`src/rtl/rsa_link_host.sv`:
```
// Host-side RSA link initiator: streams {e,n,m} out over a uart byte handshake and gathers the NB-byte answer.
// Latency: first transmit strobe 2 cycles after an accepted start; done one cycle after the last good rx byte.
// Backpressure: each byte waits for is_transmitting low, then a guard cycle, then waits for the uart to go idle again.
// Optional response timeout is compiled in with `define RSA_LINK_TIMEOUT_EN.
module rsa_link_host #(
    parameter int BITLEN         = 64,
    parameter int TIMEOUT_CYCLES = 24000000
) (
    input  logic              clk,
    input  logic              rst,
    input  logic              start,
    input  logic [BITLEN-1:0] op_e,
    input  logic [BITLEN-1:0] op_n,
    input  logic [BITLEN-1:0] op_m,
    output logic              busy,
    output logic              done,
    output logic [BITLEN-1:0] ans,
    output logic              err,
    output logic [7:0]        tx_byte,
    output logic              transmit,
    input  logic              is_transmitting,
    input  logic [7:0]        rx_byte,
    input  logic              received,
    input  logic              recv_error
);

    localparam int NB    = BITLEN / 8;
    localparam int FRAME = 3 * NB;
    localparam int TXW   = $clog2(FRAME + 1);
    localparam int RXW   = $clog2(NB + 1);

    // Reject parameter sets the byte framing cannot represent.
    if ((BITLEN % 8) != 0 || BITLEN < 8 || TIMEOUT_CYCLES < 1) begin : g_param_check
        $error("rsa_link_host: BITLEN must be a positive multiple of 8 and TIMEOUT_CYCLES >= 1");
    end

    typedef enum logic [2:0] {
        S_IDLE     = 3'd0,
        S_SEND     = 3'd1,
        S_TX_GUARD = 3'd2,
        S_TX_WAIT  = 3'd3,
        S_RECV     = 3'd4,
        S_DONE     = 3'd5
    } state_t;

    state_t              state;
    state_t              state_nxt;
    logic [3*BITLEN-1:0] shreg;
    logic [TXW-1:0]      tx_cnt;
    logic [RXW-1:0]      rx_cnt;
    logic                good_byte;
    logic                last_rx;
    logic                frame_sent;
    logic                timeout;

    assign good_byte  = (state == S_RECV) && received && !recv_error;
    assign last_rx    = good_byte && (rx_cnt == RXW'(NB - 1));
    assign frame_sent = (tx_cnt >= TXW'(FRAME));

`ifdef RSA_LINK_TIMEOUT_EN
    localparam int TMW = $clog2(TIMEOUT_CYCLES + 1);
    logic [TMW-1:0] timer;

    // A good byte in the same cycle takes priority over the timeout.
    assign timeout = (state == S_RECV) && !good_byte && (timer == TMW'(TIMEOUT_CYCLES - 1));

    // Response watchdog: counts RECV cycles since entry or since the last good byte.
    always_ff @(posedge clk or negedge rst) begin
        if (!rst) begin
            timer <= '0;
        end else if (state != S_RECV || good_byte) begin
            timer <= '0;
        end else begin
            timer <= timer + 1'b1;
        end
    end
`else
    assign timeout = 1'b0;
`endif

    // State register.
    always_ff @(posedge clk or negedge rst) begin
        if (!rst) begin
            state <= S_IDLE;
        end else begin
            state <= state_nxt;
        end
    end

    // Next-state logic: send every frame byte through the guarded handshake, then collect the answer.
    always_comb begin
        state_nxt = state;
        unique case (state)
            S_IDLE:     if (start) state_nxt = S_SEND;
            S_SEND:     if (!is_transmitting) state_nxt = S_TX_GUARD;
            S_TX_GUARD: state_nxt = S_TX_WAIT;
            S_TX_WAIT:  if (!is_transmitting) state_nxt = frame_sent ? S_RECV : S_SEND;
            S_RECV:     if (last_rx || timeout) state_nxt = S_DONE;
            S_DONE:     state_nxt = S_IDLE;
            default:    state_nxt = S_IDLE;
        endcase
    end

    // Status outputs decoded from the state; DONE is the only cycle with done high and busy low together.
    always_comb begin
        busy = 1'b0;
        done = 1'b0;
        unique case (state)
            S_SEND, S_TX_GUARD, S_TX_WAIT, S_RECV: busy = 1'b1;
            S_DONE:                                done = 1'b1;
            default:                               ;
        endcase
    end

    // Datapath: frame shift register, byte strobe, counters, answer assembly and sticky error.
    always_ff @(posedge clk or negedge rst) begin
        if (!rst) begin
            shreg    <= '0;
            tx_byte  <= '0;
            transmit <= 1'b0;
            tx_cnt   <= '0;
            rx_cnt   <= '0;
            ans      <= '0;
            err      <= 1'b0;
        end else begin
            transmit <= 1'b0;
            unique case (state)
                S_IDLE: begin
                    if (start) begin
                        shreg  <= {op_m, op_n, op_e};
                        tx_cnt <= '0;
                        err    <= 1'b0;
                    end
                end
                S_SEND: begin
                    if (!is_transmitting) begin
                        tx_byte  <= shreg[7:0];
                        transmit <= 1'b1;
                        shreg    <= shreg >> 8;
                        tx_cnt   <= tx_cnt + 1'b1;
                    end
                end
                S_TX_WAIT: begin
                    if (!is_transmitting && frame_sent) begin
                        rx_cnt <= '0;
                    end
                end
                S_RECV: begin
                    if (received && recv_error) begin
                        err <= 1'b1;
                    end else if (good_byte) begin
                        ans    <= {rx_byte, ans[BITLEN-1:8]};
                        rx_cnt <= rx_cnt + 1'b1;
                    end
                    if (timeout) begin
                        err <= 1'b1;
                    end
                end
                default: ;
            endcase
        end
    end

endmodule

```
`config.mk`:
```
export PLATFORM = sky130hd
export DESIGN_NAME = rsa_link_host
export DESIGN_NICKNAME = d
export VERILOG_FILES = /design/src/rtl/rsa_link_host.sv
export SDC_FILE = /design/constraint.sdc
export NUM_CORES = 1
export LEC_CHECK = 0
export CORE_AREA = 2 2 169 171
export CTS_CLUSTER_DIAMETER = 150
export DETAILED_ROUTE_END_ITERATION = 6
export DIE_AREA = 0 0 171 173
export GPL_ROUTABILITY_DRIVEN = 0
export PLACE_DENSITY = 0.73
export SLEW_MARGIN = 20
export SYNTH_ARGS = -nofsm -noshare
export SYNTH_HDL_FRONTEND = slang
export SYNTH_SLANG_ARGS = --single-unit
```
`constraint.sdc`:
```
create_clock -name clk -period 5.4 [get_ports clk]
set_clock_uncertainty 0.05 [all_clocks]
set_input_delay 1.35 -clock clk [delete_from_list [all_inputs] [get_ports clk]]
set_output_delay 1.35 -clock clk [all_outputs]
set_load 0.01 [all_outputs]
```
---- Word-level counts from Yosys, hierarchy flattened ----
Cells that the tools add are included.
word-level totals
  word-level logic and storage cells ...... 68
  flip-flop bits (word level) ............. 278
  output and inout bits ................... 76
  bits of input ports ..................... 206
cells by class
  reductions and logical operators ........ 18
  add/subtract/negate cells ............... 2
  equality and inequality tests ........... 14
  magnitude comparators ................... 1
  multiplexer cells ....................... 23
  bitwise gates (word level) .............. 2
operators by type and width
  cell                   count
  $mux W192              2
  $pmux W192 S2          1
  $mux W3                5
  $pmux W3 S5            1
  $ne A2 B2 Y1 const B   7
  $mux W4                3
  $mux W5                2
  $pmux W5 S2            1
  $reduce_and A3 Y1      3
  $pmux W4 S2            1
  $reduce_and A4 Y1      2
  $eq A3 B2 Y1 const B   2
  $eq A3 B3 Y1 const B   2
  $mux W1                6
  $reduce_bool A2 Y1     3
  $add A5 B1 Y5 const B  1
  $ge A5 B5 Y1 const B   1
  $logic_and A1 B1 Y1    5
  $add A4 B1 Y4 const B  1
  $eq A4 B3 Y1 const B   1
  $reduce_or A4 Y1       1
  $eq A3 B1 Y1 const B   1
  $logic_not A3 Y1       1
  $logic_not A1 Y1       2
  4 further kinds        5

---- Longest topological paths before layout ----
  depth in word-level cells ............... 6
  depth in mapped cells ................... 7
  gate-level depth less buffers ........... 4

---- Worst setup path after synthesis ----
OpenSTA, ideal clock, no wires.
  kind .................................... input to register
  start ................................... input is_transmitting
  end ..................................... register shreg[130]
  slack ................................... 2.722 ns
  required time ........................... 5.225 ns
  setup time .............................. 0.125 ns
  stages on the path ...................... 6
  arrival time ............................ 2.503 ns
  path buffers ............................ 3
  cells stage by stage .................... nor2b_1 o21a_1 buf_2 buf_2 buf_4 mux2_2
between the ends
  cells in the longest elaborated chain, start to end .. 2
ends and longest elaborated chain
  item                                RTL line  text
  from (decl)                         21        input logic is_transmitting,
  $ne A2 B2 Y1 (no source line)       n/a
  $reduce_and A3 Y1 (no source line)  n/a
  to (signal assigned)                130       shreg <= {op_m, op_n, op_e};
  to (signal assigned)                139       shreg <= shreg >> 8;
  to (decl)                           48        logic [3*BITLEN-1:0] shreg;
Every way passes these cells.
A chain may end at the register's enable or synchronous reset.

---- Worst setup path after layout ----
  start ................................... register state[1]
  end ..................................... output busy
between the ends
  cells in the longest elaborated chain, start to end .. 3
  elaborated cells on any way between the ends .. 6
ends and longest elaborated chain
  item                                        RTL line  text
  from (decl)                                 46        state_t state;
  from (signal assigned)                      86        state <= state_nxt;
  $eq A3 B3 Y1, or another cell as far along  108       unique case (state)
  $reduce_or A4 Y1 *                          108
  $mux W1 *                                   108
  to (decl)                                   15        output logic busy,
Every way passes the cells marked *; elsewhere a longest branch is shown, timed or not.

==> impl_metrics.env <==
export IMPL_path_clk_slew_ns=0.06
export IMPL_cts_htree_levels=1
export IMPL_drcViolationCount=0
export IMPL_drt_iter0_drc=400
export IMPL_ys_top_cells_by_area="dfrtp_1 54%, mux2_2 36%, mux2_1 3.0%"
export IMPL_die_h_um=173
export IMPL_cts_root_buf="clkbuf_16"
export IMPL_r2r_end="shreg[133]"
export IMPL_max_freq_mhz=280.6
export IMPL_slowest_delay_ns=0.58
export IMPL_first_pass_iters=4
export IMPL_end_kind="primary output"
export IMPL_wl_per_cell_um=18.21
export IMPL_cpMaxStageDelayCell="dfrtp_1"
export IMPL_dieArea_um2=29580
export IMPL_worst_pin_slew_ns=0.9763
export IMPL_hold_path_depth=1
export IMPL_hold_end="shreg[43]"
export IMPL_vias_per_cell=5.026
export IMPL_hold_class="reg2reg"
export IMPL_peakVddDrop_uv=344.2
export IMPL_synth_edf_count=0
export IMPL_worst_setup_path_start_kind="flop"
export IMPL_tns_ns=0
export IMPL_nFillCells=2255
export IMPL_mappedNetlistNets=1052
export IMPL_hold_viol=0
export IMPL_synth_seq_cells=278
export IMPL_cts_buffer_depth=3
export IMPL_final_max_slew_viol_count=0
export IMPL_final_common_cell="mux2_2"
export IMPL_hold_buffers=0
export IMPL_vias=7609
export IMPL_final_util_pct=61.23
export IMPL_status="completed"
export IMPL_antenna_found_initial=1
export IMPL_worstHoldStart="shreg[43]"
export IMPL_cts_resized=0
export IMPL_cts_tree="built"
export IMPL_dp_slack_ns=1.632
export IMPL_grt_max_degree=127
export IMPL_critPathArrivalTime_ns=2.16
export IMPL_placement_io_buffers=281
export IMPL_die_w_um=171
export IMPL_yosys_warnings=0
export IMPL_core_um2=27630
export IMPL_path_class="reg2out"
export IMPL_rrSetupSlack_ns=2.86
export IMPL_fin_nets=1321
export IMPL_place_inst=1458
export IMPL_rsz0062_at_grt="no"
export IMPL_netlist_area_um2=12810
export IMPL_worstReg2RegStart="state[0]"
export IMPL_cts_buffers=30
export IMPL_synth_top_area_share_pct=54.29
export IMPL_layout_common_cells="406 x mux2_2, 280 x clkdlybuf4s50_1, 278 x dfrtp_1"
export IMPL_synth_seq_area_share_pct=54.29
export IMPL_yosys_area_top_type="dfrtp_1"
export IMPL_initial_utilization_pct=46.38
export IMPL_place_area_um2=15900
export IMPL_timing_final_ws_setup_ns=1.836
export IMPL_cap_violations=0
export IMPL_finalInstanceArea_um2=16920
export IMPL_antenna_left=0
export IMPL_grt_ovfl_total=0
export IMPL_drive_gt1_share_pct=42.11
export IMPL_dp_final_hpwl_um=18430
export IMPL_area_growth_pct=32.01
export IMPL_synthDistinctLibCells=38
export IMPL_fin_cells=1514
export IMPL_syn_inst=843
export IMPL_io_pins=282
export IMPL_min_period_ns=3.564
export IMPL_grt_pass1_wl_um=43850
export IMPL_ys_async_sr_fraction_pct=100.0
export IMPL_power_leakage_nw=7.029
export IMPL_pwr_density_cell_nw_per_um2=571.6
export IMPL_rows=61
export IMPL_rr_worst_depth=4
export IMPL_grt_usage_pct=18.43
export IMPL_clk_latency_ns=0.54
export IMPL_whs_ns=0.4340
export IMPL_required_ns=4.00
export IMPL_synth_avg_cell_area_um2=15.20
export IMPL_path_max_fanout=12
export IMPL_setup_violations=0
export IMPL_grt_pass1_vias=8126
export IMPL_route_final_wire_length_um=27580
export IMPL_post_cts_setup_buffer_count=0
export IMPL_slew_headroom_pct=34.91
export IMPL_finalCritPeriodShare_pct=66.00
export IMPL_synth_flop_cell="dfrtp_1"
export IMPL_path_cells="nor2_2 > xnor2_1 > clkdlybuf4s50_1"
export IMPL_power_mw=9.670
export IMPL_clock_sinks=278
## power by group
| group | switching [mW] | internal, mW |
|---|---|---|
| combinational | 1.41 | 2.47 |
| sequential | 0.594 | 3.14 |
| clock | 0.815 | 1.24 |
| total | 2.82 | 6.85 |
## how the worst max path moves through the flow
stage | start | end | slack (ns) | cells after the start
2_1_floorplan | is_transmitting | shreg[130] | 2.72 | 6
3_3_place_gp | is_transmitting | shreg[125] | 1.65 | 5
3_5_place_dp | is_transmitting | shreg[106] | 1.63 | 5
4_1_cts | state[1] | busy | 1.83 | 3
5_1_grt | state[1] | busy | 1.69 | 3
6_report | state[1] | busy | 1.84 | 3
## cells by family (layout without fill, tap and decap cells)
| group | after synthesis | after routing | share of synthesized area (%) |
|---|---|---|---|
| AOI/OAI and AO/OA | 25 | 25 | 1.416 |
| xor gates and xnor gates | 2 | 2 | 0.1367 |
| adders and majority gates | 3 | 3 | 0.2929 |
| buffers and inverters | 57 | 349 | 3.056 |
| DFF | 278 | 278 | 54.29 |
| muxes | 445 | 445 | 39.05 |
| other | 0 | 1 | 0 |
| and+or+nand+nor | 33 | 33 | 1.758 |
## registers in the layout (all words and copies together), names as in the netlist
signal	count
ans	64
state	3
err	1
shreg	192
tx_cnt	5
rx_cnt	4
tx_byte	8
transmit	1
## metal layers
layer | GRT usage (%) | share of wire (%)
met3 | 4.967 | 6.8
met4 | 4.838 | 2.1
met1 | 25.16 | 45
met2 | 29.13 | 46
met5 | 0 | 0
## layout make-up
type	count	area (µm²)	share of cell area (%)
clock buffer	43	890.9	5.266
tap	378	473.0	2.796
multi-input combinational	508	5500	32.51
antenna	1	2.502	0.01479
sequential	278	6957	41.12
timing repair buffer	291	2968	17.54
clock inverter	12	113.9	0.6731
inverter	3	11.26	0.06657
## worst max-delay path, delay by kind of cell (launching register included)
kind | cells | cell delay [ns]
buf+inv | 1 | 0.58
xor+xnor | 1 | 0.15
simple gates | 1 | 0.31
flops | 1 | 0.58
## synth_stat cells (2+ instances only)
| library cell | count |
|---|---|
| a21oi_1 | 2 |
| mux2_1 | 34 |
| nand2_1 | 4 |
| or3b_2 | 2 |
| o21ai_0 | 6 |
| nand2b_1 | 4 |
| buf_2 | 22 |
| dfrtp_1 | 278 |
| ha_1 | 3 |
| nor2_1 | 5 |
| inv_1 | 3 |
| nor2b_1 | 3 |
| nand4_1 | 4 |
| mux2i_1 | 5 |
| buf_6 | 10 |
| o221ai_1 | 2 |
| buf_4 | 20 |
| mux2_2 | 406 |
| xnor2_1 | 2 |
| a22o_1 | 9 |
| nand3_1 | 2 |
Note: power is estimated with default switching activity, not from simulation.
